$ cat src/rtl/flush_redirect_ctrl_pkg.sv
// Shared types and constants for the WB-stage flush/redirect controller.
// Controller state encoding, event classes and default vector addresses.
package flush_redirect_ctrl_pkg;

  typedef enum logic [1:0] {
    ST_IDLE,
    ST_FLUSH,
    ST_DRAIN,
    ST_REDIR
  } ctrl_state_t;

  typedef enum logic [1:0] {
    EV_NONE,
    EV_EXC,
    EV_ERET,
    EV_REFETCH
  } ev_class_t;

  localparam logic [31:0] EXC_ENTRY_DEFAULT    = 32'hbfc00380;
  localparam logic [31:0] REFILL_ENTRY_DEFAULT = 32'hbfc00200;

  // Exceptions beat ERET, which beats a TLBR/TLBWI refetch.
  function automatic ev_class_t classify_event(input logic ex,
                                               input logic eret,
                                               input logic tlbrw);
    ev_class_t cls;
    cls = EV_NONE;
    if (ex)
      cls = EV_EXC;
    else if (eret)
      cls = EV_ERET;
    else if (tlbrw)
      cls = EV_REFETCH;
    return cls;
  endfunction

endpackage

$ cat src/rtl/flush_redirect_ctrl_ost_counter.sv
// Saturating up/down counter of outstanding instruction-bus reads.
// Exposes the next value so the controller can decide in the same cycle.
module ost_counter #(
  parameter int OST_W = 3
) (
  input  logic             clk,
  input  logic             reset,
  input  logic             inc,
  input  logic             dec,
  output logic [OST_W-1:0] count_next,
  output logic             zero
);

  localparam logic [OST_W-1:0] MAX_COUNT = {OST_W{1'b1}};

  logic [OST_W-1:0] count;

  // Simultaneous request and response cancel out; both ends clamp.
  always_comb begin
    count_next = count;
    if (inc && !dec) begin
      if (count != MAX_COUNT)
        count_next = count + OST_W'(1);
    end else if (dec && !inc) begin
      if (count != '0)
        count_next = count - OST_W'(1);
    end
  end

  always_ff @(posedge clk or posedge reset) begin
    if (reset)
      count <= '0;
    else
      count <= count_next;
  end

  assign zero = (count == '0);

  ovf_check: assert property (@(posedge clk) disable iff (reset)
                              !(inc && !dec && count == MAX_COUNT));

endmodule

$ cat src/rtl/flush_redirect_ctrl.sv
// Flush, drain and redirect sequencer for WB-stage control-flow events.
// Optional event statistics are built when FLUSH_CTRL_STATS_EN is defined.
module flush_redirect_ctrl
  import flush_redirect_ctrl_pkg::*;
#(
  parameter int          OST_W        = 3,
  parameter logic [31:0] EXC_ENTRY    = EXC_ENTRY_DEFAULT,
  parameter logic [31:0] REFILL_ENTRY = REFILL_ENTRY_DEFAULT
) (
  input  logic        clk,
  input  logic        reset,
  input  logic        ws_ex,
  input  logic        ws_tlb_refill,
  input  logic        ws_eret,
  input  logic        ws_tlbrw,
  input  logic [31:0] refetch_pc,
  input  logic [31:0] cp0_epc,
  input  logic        inst_req_hs,
  input  logic        inst_rsp_hs,
  output logic        flush,
  output logic        fetch_hold,
  output logic        redirect_valid,
  output logic [31:0] redirect_pc,
  input  logic        redirect_ready,
  output logic        busy
`ifdef FLUSH_CTRL_STATS_EN
  ,
  output logic [31:0] stat_exc,
  output logic [31:0] stat_eret,
  output logic [31:0] stat_refetch
`endif
);

  ctrl_state_t      state;
  ev_class_t        ev_class;
  logic [31:0]      event_target;
  logic [OST_W-1:0] ost_next;
  logic             ost_zero;

  ost_counter #(
    .OST_W (OST_W)
  ) u_ost (
    .clk        (clk),
    .reset      (reset),
    .inc        (inst_req_hs),
    .dec        (inst_rsp_hs),
    .count_next (ost_next),
    .zero       (ost_zero)
  );

  always_comb begin
    ev_class     = classify_event(ws_ex, ws_eret, ws_tlbrw);
    event_target = '0;
    unique case (ev_class)
      EV_EXC:     event_target = ws_tlb_refill ? REFILL_ENTRY : EXC_ENTRY;
      EV_ERET:    event_target = cp0_epc;
      EV_REFETCH: event_target = refetch_pc;
      default:    event_target = '0;
    endcase
  end

  // Outputs are registered alongside the state so each is a clean Moore signal.
  always_ff @(posedge clk or posedge reset) begin
    if (reset) begin
      state          <= ST_IDLE;
      flush          <= 1'b0;
      fetch_hold     <= 1'b0;
      redirect_valid <= 1'b0;
      redirect_pc    <= '0;
      busy           <= 1'b0;
    end else begin
      unique case (state)
        ST_IDLE: begin
          if (ev_class != EV_NONE) begin
            state       <= ST_FLUSH;
            flush       <= 1'b1;
            fetch_hold  <= 1'b1;
            busy        <= 1'b1;
            redirect_pc <= event_target;
          end
        end
        ST_FLUSH: begin
          flush <= 1'b0;
          if (ost_next != '0) begin
            state <= ST_DRAIN;
          end else begin
            state          <= ST_REDIR;
            fetch_hold     <= 1'b0;
            redirect_valid <= 1'b1;
          end
        end
        ST_DRAIN: begin
          if (ost_zero) begin
            state          <= ST_REDIR;
            fetch_hold     <= 1'b0;
            redirect_valid <= 1'b1;
          end
        end
        ST_REDIR: begin
          if (redirect_ready) begin
            state          <= ST_IDLE;
            redirect_valid <= 1'b0;
            busy           <= 1'b0;
          end
        end
        default: begin
          state          <= ST_IDLE;
          flush          <= 1'b0;
          fetch_hold     <= 1'b0;
          redirect_valid <= 1'b0;
          busy           <= 1'b0;
        end
      endcase
    end
  end

`ifdef FLUSH_CTRL_STATS_EN
  // Only events accepted in IDLE are counted; ignored ones never reach here.
  always_ff @(posedge clk or posedge reset) begin
    if (reset) begin
      stat_exc     <= '0;
      stat_eret    <= '0;
      stat_refetch <= '0;
    end else if (state == ST_IDLE) begin
      if (ev_class == EV_EXC)
        stat_exc <= stat_exc + 32'd1;
      if (ev_class == EV_ERET)
        stat_eret <= stat_eret + 32'd1;
      if (ev_class == EV_REFETCH)
        stat_refetch <= stat_refetch + 32'd1;
    end
  end
`endif

endmodule

$ cat config.mk
export PLATFORM = sky130hd
export DESIGN_NAME = flush_redirect_ctrl
export DESIGN_NICKNAME = d
export VERILOG_FILES = /design/src/rtl/flush_redirect_ctrl_pkg.sv /design/src/rtl/flush_redirect_ctrl_ost_counter.sv /design/src/rtl/flush_redirect_ctrl.sv
export SDC_FILE = /design/constraint.sdc
export NUM_CORES = 1
export LEC_CHECK = 0
export ABC_AREA = 1
export BUFFER_PORTS_ARGS = -buffer_cell sky130_fd_sc_hd__buf_2
export CORE_ASPECT_RATIO = 2
export CORE_MARGIN = 5
export CORE_UTILIZATION = 46
export CTS_CLUSTER_DIAMETER = 120
export CTS_CLUSTER_SIZE = 14
export DETAILED_ROUTE_END_ITERATION = 8
export PLACE_DENSITY_LB_ADDON = 0.2
export REMOVE_ABC_BUFFERS = 1
export SKIP_LAST_GASP = 1
export SLEW_MARGIN = 20
export SYNTH_ARGS = -nofsm -noshare
export SYNTH_HDL_FRONTEND = slang
export SYNTH_SLANG_ARGS = --single-unit
$ cat constraint.sdc
create_clock -name clk -period 2.1 [get_ports clk]
set_clock_uncertainty 0.2 [all_clocks]
set_input_delay 0.63 -clock clk [delete_from_list [all_inputs] [get_ports clk]]
set_output_delay 0.63 -clock clk [all_outputs]
set_load 0.005 [all_outputs]
==> run summary, run 1 <==
## Routing
• 5.19 — number of vias per cell
• 0 — remaining antenna violation count
• 2323 — routed vias
• 4 — first drt pass iteration count
• 0 — DRC viols
• 14.8 um — routed length per instance
• 83 — number of DRC markers after the initial detailed-route iteration
• 6.62 mm — total detailed-routing wirelength

## GRT
• 42 — maximum number of pins on one net before global-route repair
• 21.1% — overall track demand over capacity in global routing
• 2320 — via count of the first global-routing pass
• 23.1% — GR Util met1
• met2 — gr busiest metal
• 4.03% — global routing usage on met3
• 0 — antenna violations before repair
• 10.4 mm — global-route wire length before repair
• 0 — grt total ovfl
• 37.9% — met2 routing resource usage after global routing

## STA
• 90.7% — final period utilization
• 0 — number of setup violations in the final report
• 567 ps — worst slew pin tran
• 1910 ps — minimum period implied by the final worst setup slack
• 0 — Hold Violations, Final
• 525 MHz — maximum achievable frequency
• no — setup repair after global routing missed its margin
• 0 — total count of max-transition violations in the final report
• 0 ps — setup tns final
• 62.1% — Max-slew headroom

## Clock tree
• 41 — clock net sink count
• built — CTS tree
• sky130_fd_sc_hd__clkbuf_8 — clock root buffer master
• 70 ps — clock slew at the register clock pins of the worst setup and hold paths
• 0 — hold-fix buffers at CTS
• 2 — maximum count of clock buffers along a single path
• 2 — H-tree depth
• 5 — TritonCTS Buffers
• 280 ps — Worst-Skew Late Latency

## Yosys
• 8.11 um2 — Avg Cell Area, Syn
• 0 — yosys synthesis warning count
• 41 — number of storage elements in the synthesis netlist
• 45.7% — area share of the largest cell type after synthesis
• 26 — distinct cell type count after synthesis
• sky130_fd_sc_hd__dfrtp_1 — Main synth FF type
• 41 x sky130_fd_sc_hd__dfrtp_1, 41 x sky130_fd_sc_hd__nand3_1, 41 x sky130_fd_sc_hd__nor2_1, 40 x sky130_fd_sc_hd__a21oi_1, 36 x sky130_fd_sc_hd__nand2_1 — most frequent cells after synthesis
• sky130_fd_sc_hd__dfrtp_1 — dominant cell type by area after synthesis
• 277 — Cells after Synth
• 100% — share of async-settable or async-resettable flops after synthesis
• 2250 um2 — combined area of all synthesized cells
• 45.7% — share of the yosys chip area belonging to registers
• 0 — number of synthesized flops with an enable pin
• sky130_fd_sc_hd__dfrtp_1 46%, sky130_fd_sc_hd__nand3_1 9.1%, sky130_fd_sc_hd__a21oi_1 8.9% — cell types occupying the most area after synthesis

## Critical path
• 13 — worst reg-to-reg path cell count
• 2080 ps — Data required, critical path
• 4 — Critical Path Fanout Max
• 13 — Stages on worst setup path
• sky130_fd_sc_hd__dfrtp_1 — slowest CP cell
• 390 ps — maximum single-stage delay on the critical path
• sky130_fd_sc_hd__nand2_1 — most repeated library cell on the critical path
• inv_1 > ha_1 > ha_1 > inv_2 > nand3_2 > nand2_1 > nand3_1 > nand2_2 > nand3_2 > nand2_2 > nand2_1 > nand2_1 > nand2_1 — critical path cell sequence
• 1890 ps — Arrival @ worst endpoint
• reg -> reg — Worst Path Class, Setup
• simple AND/OR/NAND/NOR gates — kind of cell adding the most delay to the critical path
• flop — crit path capture type
• flop — Critical Path Start Type
• 2 — CP Buf/Inv Count

## Cells and area
• 37.1% — ratio of cells with drive above 1 in the final layout
• 31.5% — area grow syn2layout
• 457 — final-layout fill cell count
• 473 — post-layout net count
• 0 — number of inserted diodes

## Placement
• 108 — count of buffers inserted at the top-level ports
• 5.16 mm — final HPWL from detailed placement
• 0.845 — final estimated routing congestion in global placement

## Power
• 37.4% — Reg power frac
• 1.53 nW — leakage power of the design
• 2.21 mW — Internal Power
• 41.2% — Switching Fraction
• 1270 nW/um2 — pwr dens
• 13.0% — clock share of power
• 49.6% — combinational cell fraction of total power
• 758 uV — VDD IR-drop max
• 1.55 mW — total net switching power
• 3.75 mW — Power, Total

## Die
• 109 um — die height
• 6460 um2 — Die Outline Area
• 59.4 um — die span in x
• 46.6% — initial core utilization
• 36 — standard-cell rows
• 109 — I/O pins
• 4820 um2 — area of the core

## Status
• complete, no violations — run status

## Hold path
• in -> async — worst hold path type

## Run
• 0 — number of max-cap violations

worst register-to-register path, stage by stage (launching register included):
cell and delay (ps):
sky130_fd_sc_hd__dfrtp_1 390, sky130_fd_sc_hd__inv_1 70, sky130_fd_sc_hd__ha_1 200, sky130_fd_sc_hd__ha_1 200, sky130_fd_sc_hd__inv_2 70, sky130_fd_sc_hd__nand3_2 80
sky130_fd_sc_hd__nand2_1 70, sky130_fd_sc_hd__nand3_1 90, sky130_fd_sc_hd__nand2_2 90, sky130_fd_sc_hd__nand3_2 70, sky130_fd_sc_hd__nand2_2 100, sky130_fd_sc_hd__nand2_1 60
sky130_fd_sc_hd__nand2_1 60, sky130_fd_sc_hd__nand2_1 40
worst paths after layout:
path                                 from        endpoint  slack (ps)
setup / recovery           u_ost.count[1]  redirect_valid         190
hold / removal                      reset            busy         160
setup reg to reg           u_ost.count[1]  redirect_valid         190
hold reg to reg            redirect_valid  redirect_valid         280
max in group asynchronous           reset  redirect_pc[7]        1330
min in group clk           redirect_valid  redirect_valid         280
logic make-up (layout without fill, tap and decap cells):
group / count (synthesis) / count (layout) / share of synthesized area (%)
compound gates: 59 / 59 / 14.3
simple gates: 128 / 128 / 25.5
fa+ha+maj: 10 / 10 / 5.57
flops: 41 / 41 / 45.7
buf+inv: 39 / 153 / 8.91
per-stage QoR:
stage	instances	worst slack (ps)	hold WS (ps)	instance area, um2	util [%]
6_report	448	195	157	2950	61.3
5_1_grt	448	1.99	174	2950	61.3
4_1_cts	446	74.5	162	2920	60.7
3_5_place_dp	438	82.4	261	2840	59.0
3_3_place_gp	438	132	251	2840	59.0
2_1_floorplan	263	113	264	2140	-
sequential cells by signal, indices dropped and copies added, names as in the netlist:
signal          count
redirect_valid      1
state               2
redirect_pc        32
fetch_hold          1
busy                1
u_ost.count         3
flush               1
power by group through the flow:
stage	Sequential [mW]	Combinational, mW	Clock (mW)
final	1.40	1.86	0.489
after global routing	1.45	2.12	0.540
after detailed placement	1.41	1.84	0
after global placement	1.41	1.77	0
after CTS	1.40	1.84	0.504
after floorplan	1.43	1.04	0
layout make-up:
class                           instances  area [um2]  area share (%)
Clock buffer                            8        80.1            2.71
Inverter                               25        98.8            3.35
Sequential cell                        41        1030            34.7
Timing Repair Buffer                  120         643            21.8
Tap cell                               57        71.3            2.41
Multi-Input combinational cell        197        1030            35.0
cell usage in the layout (no fill, tap or decap), types with 2 or more instances in the layout:
master / n
sky130_fd_sc_hd__nor2_1: 41
sky130_fd_sc_hd__clkbuf_1: 3
sky130_fd_sc_hd__nand3_1: 39
sky130_fd_sc_hd__inv_2: 5
sky130_fd_sc_hd__dfrtp_1: 41
sky130_fd_sc_hd__nand2_2: 6
sky130_fd_sc_hd__ha_1: 10
sky130_fd_sc_hd__nand3_2: 2
sky130_fd_sc_hd__nand2_1: 34
sky130_fd_sc_hd__a31oi_1: 11
sky130_fd_sc_hd__buf_4: 11
sky130_fd_sc_hd__inv_1: 18
sky130_fd_sc_hd__a21oi_1: 40
sky130_fd_sc_hd__o21ai_1: 3
sky130_fd_sc_hd__clkbuf_8: 5
sky130_fd_sc_hd__buf_2: 108
what timing repair did:
item                       CTS  global route
gates resized for setup      0             5
setup endpoints to repair    0             3
buffers inserted             0             2
layer usage:
metal  part of all wire (%)  wire [um]
met2                     56       3730
met5                      0          0
met4                    2.8        188
met1                     35       2310
met3                    5.7        380
Note: power is estimated with default switching activity, not from simulation.
==> run 2, diff against run 1 <==
Settings changed: CELL_PAD_IN_SITES_DETAIL_PLACEMENT from default to 1, CELL_PAD_IN_SITES_GLOBAL_PLACEMENT from default to 2, CORE_UTILIZATION 46 to 25, RECOVER_POWER from default to 50.
==> run 2 against run 1 <==
Worst hold slack gained 46 ps; die area grew 72%; sequential share of layout area shrank 1.4 points; sequential power is essentially flat; critical endpoint unchanged.
==> run summary, run 2 (synthesized netlist as in run 1, its figures left out) <==
## Hold path
• in -> async — worst hold path type

## STA
• 0 — total count of max-transition violations in the final report
• 92.5% — final period utilization
• 50.8% — Max-slew headroom
• 158 ps — minimum setup slack in the final design
• 0 — Hold Violations, Final
• 1940 ps — minimum period implied by the final worst setup slack
• 0 — number of setup violations in the final report
• no — setup repair after global routing missed its margin
• 0 ps — setup tns final
• 738 ps — worst slew pin tran
• 515 MHz — maximum achievable frequency

## Critical path
• 370 ps — maximum single-stage delay on the critical path
• u_ost.count[0] — Worst R2R Start
• 2070 ps — Data required, critical path
• reg -> reg — Worst Path Class, Setup
• 4 — Critical Path Fanout Max
• redirect_valid — worst reg2reg endpoint
• sky130_fd_sc_hd__nand2_1 — most repeated library cell on the critical path
• 13 — worst reg-to-reg path cell count
• inv_1 > ha_1 > ha_1 > inv_2 > nand3_4 > nand2_1 > nand3_1 > nand2_1 > nand3_1 > nand2_2 > nand2_1 > nand2_1 > nand2_1 — critical path cell sequence
• sky130_fd_sc_hd__dfrtp_1 — slowest CP cell
• flop — Critical Path Start Type
• 160 ps — flop-to-flop setup slack
• flop — crit path capture type
• 1920 ps — Arrival @ worst endpoint

## Cells and area
• 3080 um2 — Layout Cell Area excl Fill
• sky130_fd_sc_hd__buf_2 — leading cell type in the layout, fill and taps excluded
• redirect_pc: 32 flops, u_ost.count: 3 flops, state: 2 flops — largest registers
• 95 x sky130_fd_sc_hd__buf_2, 41 x sky130_fd_sc_hd__nor2_1, 41 x sky130_fd_sc_hd__dfrtp_1 — commonest cells after routing, fill and taps aside
• 34.3% — ratio of cells with drive above 1 in the final layout
• 37.0% — area grow syn2layout
• 477 — post-layout net count
• redirect_pc — Most flops, register
• 32 — flip-flop count of the largest register, all copies and words added

## Die
• 25.3% — initial core utilization
• 11100 um2 — Die Outline Area
• 109 — I/O pins
• 8890 um2 — area of the core
• 49 — standard-cell rows
• 144 um — die height
• 77.0 um — die span in x

## Status
• complete, no violations — run status

## Clock tree
• 60 ps — clock slew at the register clock pins of the worst setup and hold paths
• sky130_fd_sc_hd__clkbuf_16 — clock root buffer master
• built — CTS tree
• 2 — maximum count of clock buffers along a single path
• 280 ps — Worst-Skew Late Latency
• 2 — H-tree depth
• 41 — clock net sink count
• 5 — TritonCTS Buffers

## Power
• 4.08 mW — Power, Total
• 1320 nW/um2 — pwr dens
• 525 uV — VDD IR-drop max
• 1.55 nW — leakage power of the design

## GRT
• 2595 — via count of the first global-routing pass
• 15.0% — overall track demand over capacity in global routing
• 0 — grt total ovfl
• 0 — antenna violations before repair
• 13.1 mm — global-route wire length before repair
• 34 — maximum number of pins on one net before global-route repair

## Placement
• -67.9 ps — worst-case setup slack after placement
• 6.68 mm — final HPWL from detailed placement
• 108 — count of buffers inserted at the top-level ports
• 0.773 — final estimated routing congestion in global placement
• 2930 um2 — placed cell areas

## Routing
• 2366 — routed vias
• 4.75 — number of vias per cell
• 44 — number of DRC markers after the initial detailed-route iteration
• 8.32 mm — total detailed-routing wirelength
• 0 — DRC viols
• 0 — remaining antenna violation count
• 4 — first drt pass iteration count
• 16.7 um — routed length per instance

## Run
• 0 — number of max-cap violations

[run 2: area by class of cell]
type | count | area, um2
Fill cell | 1122 | 5810
Timing Repair Buffer | 124 | 642
Multi-Input combinational cell | 197 | 1030
Antenna cell | 2 | 5.00
Sequential cell | 41 | 1030
Inverter | 25 | 100
Clock buffer | 7 | 143
Tap cell | 102 | 128
[run 2: repair_timing]
item	CTS	global route
setup endpoints to repair	3	4
hold buffers	0	0
gates resized for setup	2	3
setup buffers	0	2
[run 2: critical path, delay by kind of cell (launching register included)]
kind / cells / cell delay, ps
AND/OR/NAND/NOR: 9 / 660
adder cells (fa/ha/maj): 2 / 430
flip-flops: 1 / 370
buffers and inverters: 2 / 180
[run 2: worst max path at each step]
stage,depth (start not counted),to,startpoint,slack (ps)
after floorplan,5,redirect_pc[28],ws_tlbrw,110
after global placement,13,redirect_valid,u_ost.count[0],-10
after detailed placement,13,redirect_valid,u_ost.count[0],-70
after CTS,13,redirect_valid,u_ost.count[0],30
after global routing,13,redirect_valid,u_ost.count[0],4
final,13,redirect_valid,u_ost.count[0],160
[run 2: per-stage QoR]
step | hold slack [ps] | std cells | utilization (%)
floorplan | 264 | 263 | -
global placement | 252 | 487 | 33.0
detailed placement | 259 | 487 | 33.0
CTS | 121 | 494 | 34.6
global route | 267 | 496 | 34.6
finish | 203 | 498 | 34.6
[run 2: power by group]
part / internal [mW] / total [mW] / switching (mW) / leakage, nW
Combinational: 0.785 / 1.91 / 1.13 / 1.02
Sequential: 1.18 / 1.39 / 0.209 / 0.463
Clock: 0.467 / 0.776 / 0.308 / 0.0700
Total: 2.43 / 4.08 / 1.64 / 1.55
[run 2: per-layer routing]
metal	up-vias	GRT usage, %	wire [um]
li1	1147	-	-
met1	1154	14.8	2930
met2	60	30.0	4920
met3	5	3.18	374
met4	0	5.25	100
met5	-	0	0
==> run 3, diff against run 2 <==
--- a/constraint.sdc
+++ b/constraint.sdc
@@ -4,2 +4,2 @@
 set_output_delay 0.63 -clock clk [all_outputs]
-set_load 0.005 [all_outputs]
+set_load 0.1 [all_outputs]
==> run 3 against run 2 <==
Cell area rose by 0.45%; core utilization rose by 0.15 points; critical path depth did not move; non-clock buffer count did not move; sequential share of layout area fell by 0.15 points; global-route usage did not move; die area did not move; final cell count did not move.
==> run summary, run 3 (synthesized netlist as in run 1, its figures left out) <==
## Status
• complete, no violations — run status

## Routing
• 16.7 um — routed length per instance
• 51 — number of DRC markers after the initial detailed-route iteration
• 0 — remaining antenna violation count
• 4.73 — number of vias per cell
• 2356 — routed vias
• 4 — first drt pass iteration count
• 0 — DRC viols
• 8.31 mm — total detailed-routing wirelength

## STA
• 92.4% — final period utilization
• 159 ps — minimum setup slack in the final design
• 0 — total count of max-transition violations in the final report
• 0 ps — setup tns final
• no — setup repair after global routing missed its margin
• 515 MHz — maximum achievable frequency
• 50.8% — Max-slew headroom
• 0 — Hold Violations, Final
• 738 ps — worst slew pin tran
• 0 — number of setup violations in the final report
• 1940 ps — minimum period implied by the final worst setup slack

## Placement
• 108 — count of buffers inserted at the top-level ports
• -67.9 ps — worst-case setup slack after placement
• 6.68 mm — final HPWL from detailed placement
• 0.773 — final estimated routing congestion in global placement

## Clock tree
• 280 ps — Worst-Skew Late Latency
• built — CTS tree
• 2 — maximum count of clock buffers along a single path
• sky130_fd_sc_hd__clkbuf_16 — clock root buffer master
• 60 ps — clock slew at the register clock pins of the worst setup and hold paths
• 41 — clock net sink count
• 2 — H-tree depth
• 5 — TritonCTS Buffers

## Die
• 49 — standard-cell rows
• 77.0 um — die span in x
• 144 um — die height
• 8890 um2 — area of the core
• 25.3% — initial core utilization
• 109 — I/O pins
• 11100 um2 — Die Outline Area

## Cells and area
• redirect_pc — Most flops, register
• 37.7% — area grow syn2layout
• 37.3% — ratio of cells with drive above 1 in the final layout
• 96 x sky130_fd_sc_hd__buf_2, 41 x sky130_fd_sc_hd__nor2_1, 41 x sky130_fd_sc_hd__dfrtp_1 — commonest cells after routing, fill and taps aside
• sky130_fd_sc_hd__buf_2 — leading cell type in the layout, fill and taps excluded
• redirect_pc: 32 flops, u_ost.count: 3 flops, state: 2 flops — largest registers
• 477 — post-layout net count
• 32 — flip-flop count of the largest register, all copies and words added

## GRT
• 0 — antenna violations before repair
• 0 — grt total ovfl
• 13.1 mm — global-route wire length before repair
• 34 — maximum number of pins on one net before global-route repair
• 2595 — via count of the first global-routing pass
• 15.0% — overall track demand over capacity in global routing

## Critical path
• u_ost.count[0] — launching instance or port of the critical path
• 13 — worst reg-to-reg path cell count
• reg -> reg — Worst Path Class, Setup
• 1910 ps — Arrival @ worst endpoint
• u_ost.count[0] — Worst R2R Start
• redirect_valid — worst reg2reg endpoint
• 160 ps — flop-to-flop setup slack
• flop — Critical Path Start Type
• 4 — Critical Path Fanout Max
• 2070 ps — Data required, critical path
• flop — crit path capture type

## Hold path
• in -> async — worst hold path type

## Run
• 0 — number of max-cap violations

## run 3: metrics by stage
stage,std cells,area [um2],utilization [%],hold slack (ps)
finish,498,3090,34.8,201
global placement,487,2930,33.0,252
floorplan,263,2140,-,328
global route,496,3090,34.7,267
detailed placement,487,2930,33.0,259
CTS,494,3080,34.6,121
## run 3: layout make-up
cell class                 count  area (um2)
sequential                    41        1030
tap                          102         128
multi-input combinational    197        1030
inverter                      25         100
clock buffer                   7         143
fill                        1116        5800
timing repair buffer         124         658
antenna                        2        5.00
## run 3: worst max-delay path by stage
stage                      endpoint  cells after the start
detailed placement   redirect_valid                     13
finish               redirect_valid                     13
CTS                  redirect_valid                     13
floorplan           redirect_pc[28]                      5
global placement     redirect_valid                     13
global route         redirect_valid                     13
## run 3: per-layer routing
metal	vias up	part of all wire, %	global-route usage, %
li1	1147	-	-
met1	1148	35	14.8
met2	56	59	30.0
met3	5	4.4	3.18
met4	0	1.2	5.25
met5	-	0	0
## run 3: timing repair
item | in CTS | in global routing
hold buffers | 0 | 0
endpoints found under the setup margin | 3 | 4
gates resized for setup | 2 | 3
buffers inserted | 0 | 2
## run 3: critical path, cell delays in order, from the launching register on
cell	delay, ps
sky130_fd_sc_hd__dfrtp_1	370
sky130_fd_sc_hd__inv_1	80
sky130_fd_sc_hd__ha_1	230
sky130_fd_sc_hd__ha_1	200
sky130_fd_sc_hd__inv_2	100
sky130_fd_sc_hd__nand3_4	80
sky130_fd_sc_hd__nand2_1	80
sky130_fd_sc_hd__nand3_1	70
sky130_fd_sc_hd__nand2_1	80
sky130_fd_sc_hd__nand3_1	80
sky130_fd_sc_hd__nand2_2	110
sky130_fd_sc_hd__nand2_1	60
sky130_fd_sc_hd__nand2_1	50
sky130_fd_sc_hd__nand2_1	50
Power of run 3 is left out: the tool's default activity adds up to more than one toggle a clock period on the data nets, which glitch-free logic cannot reach.
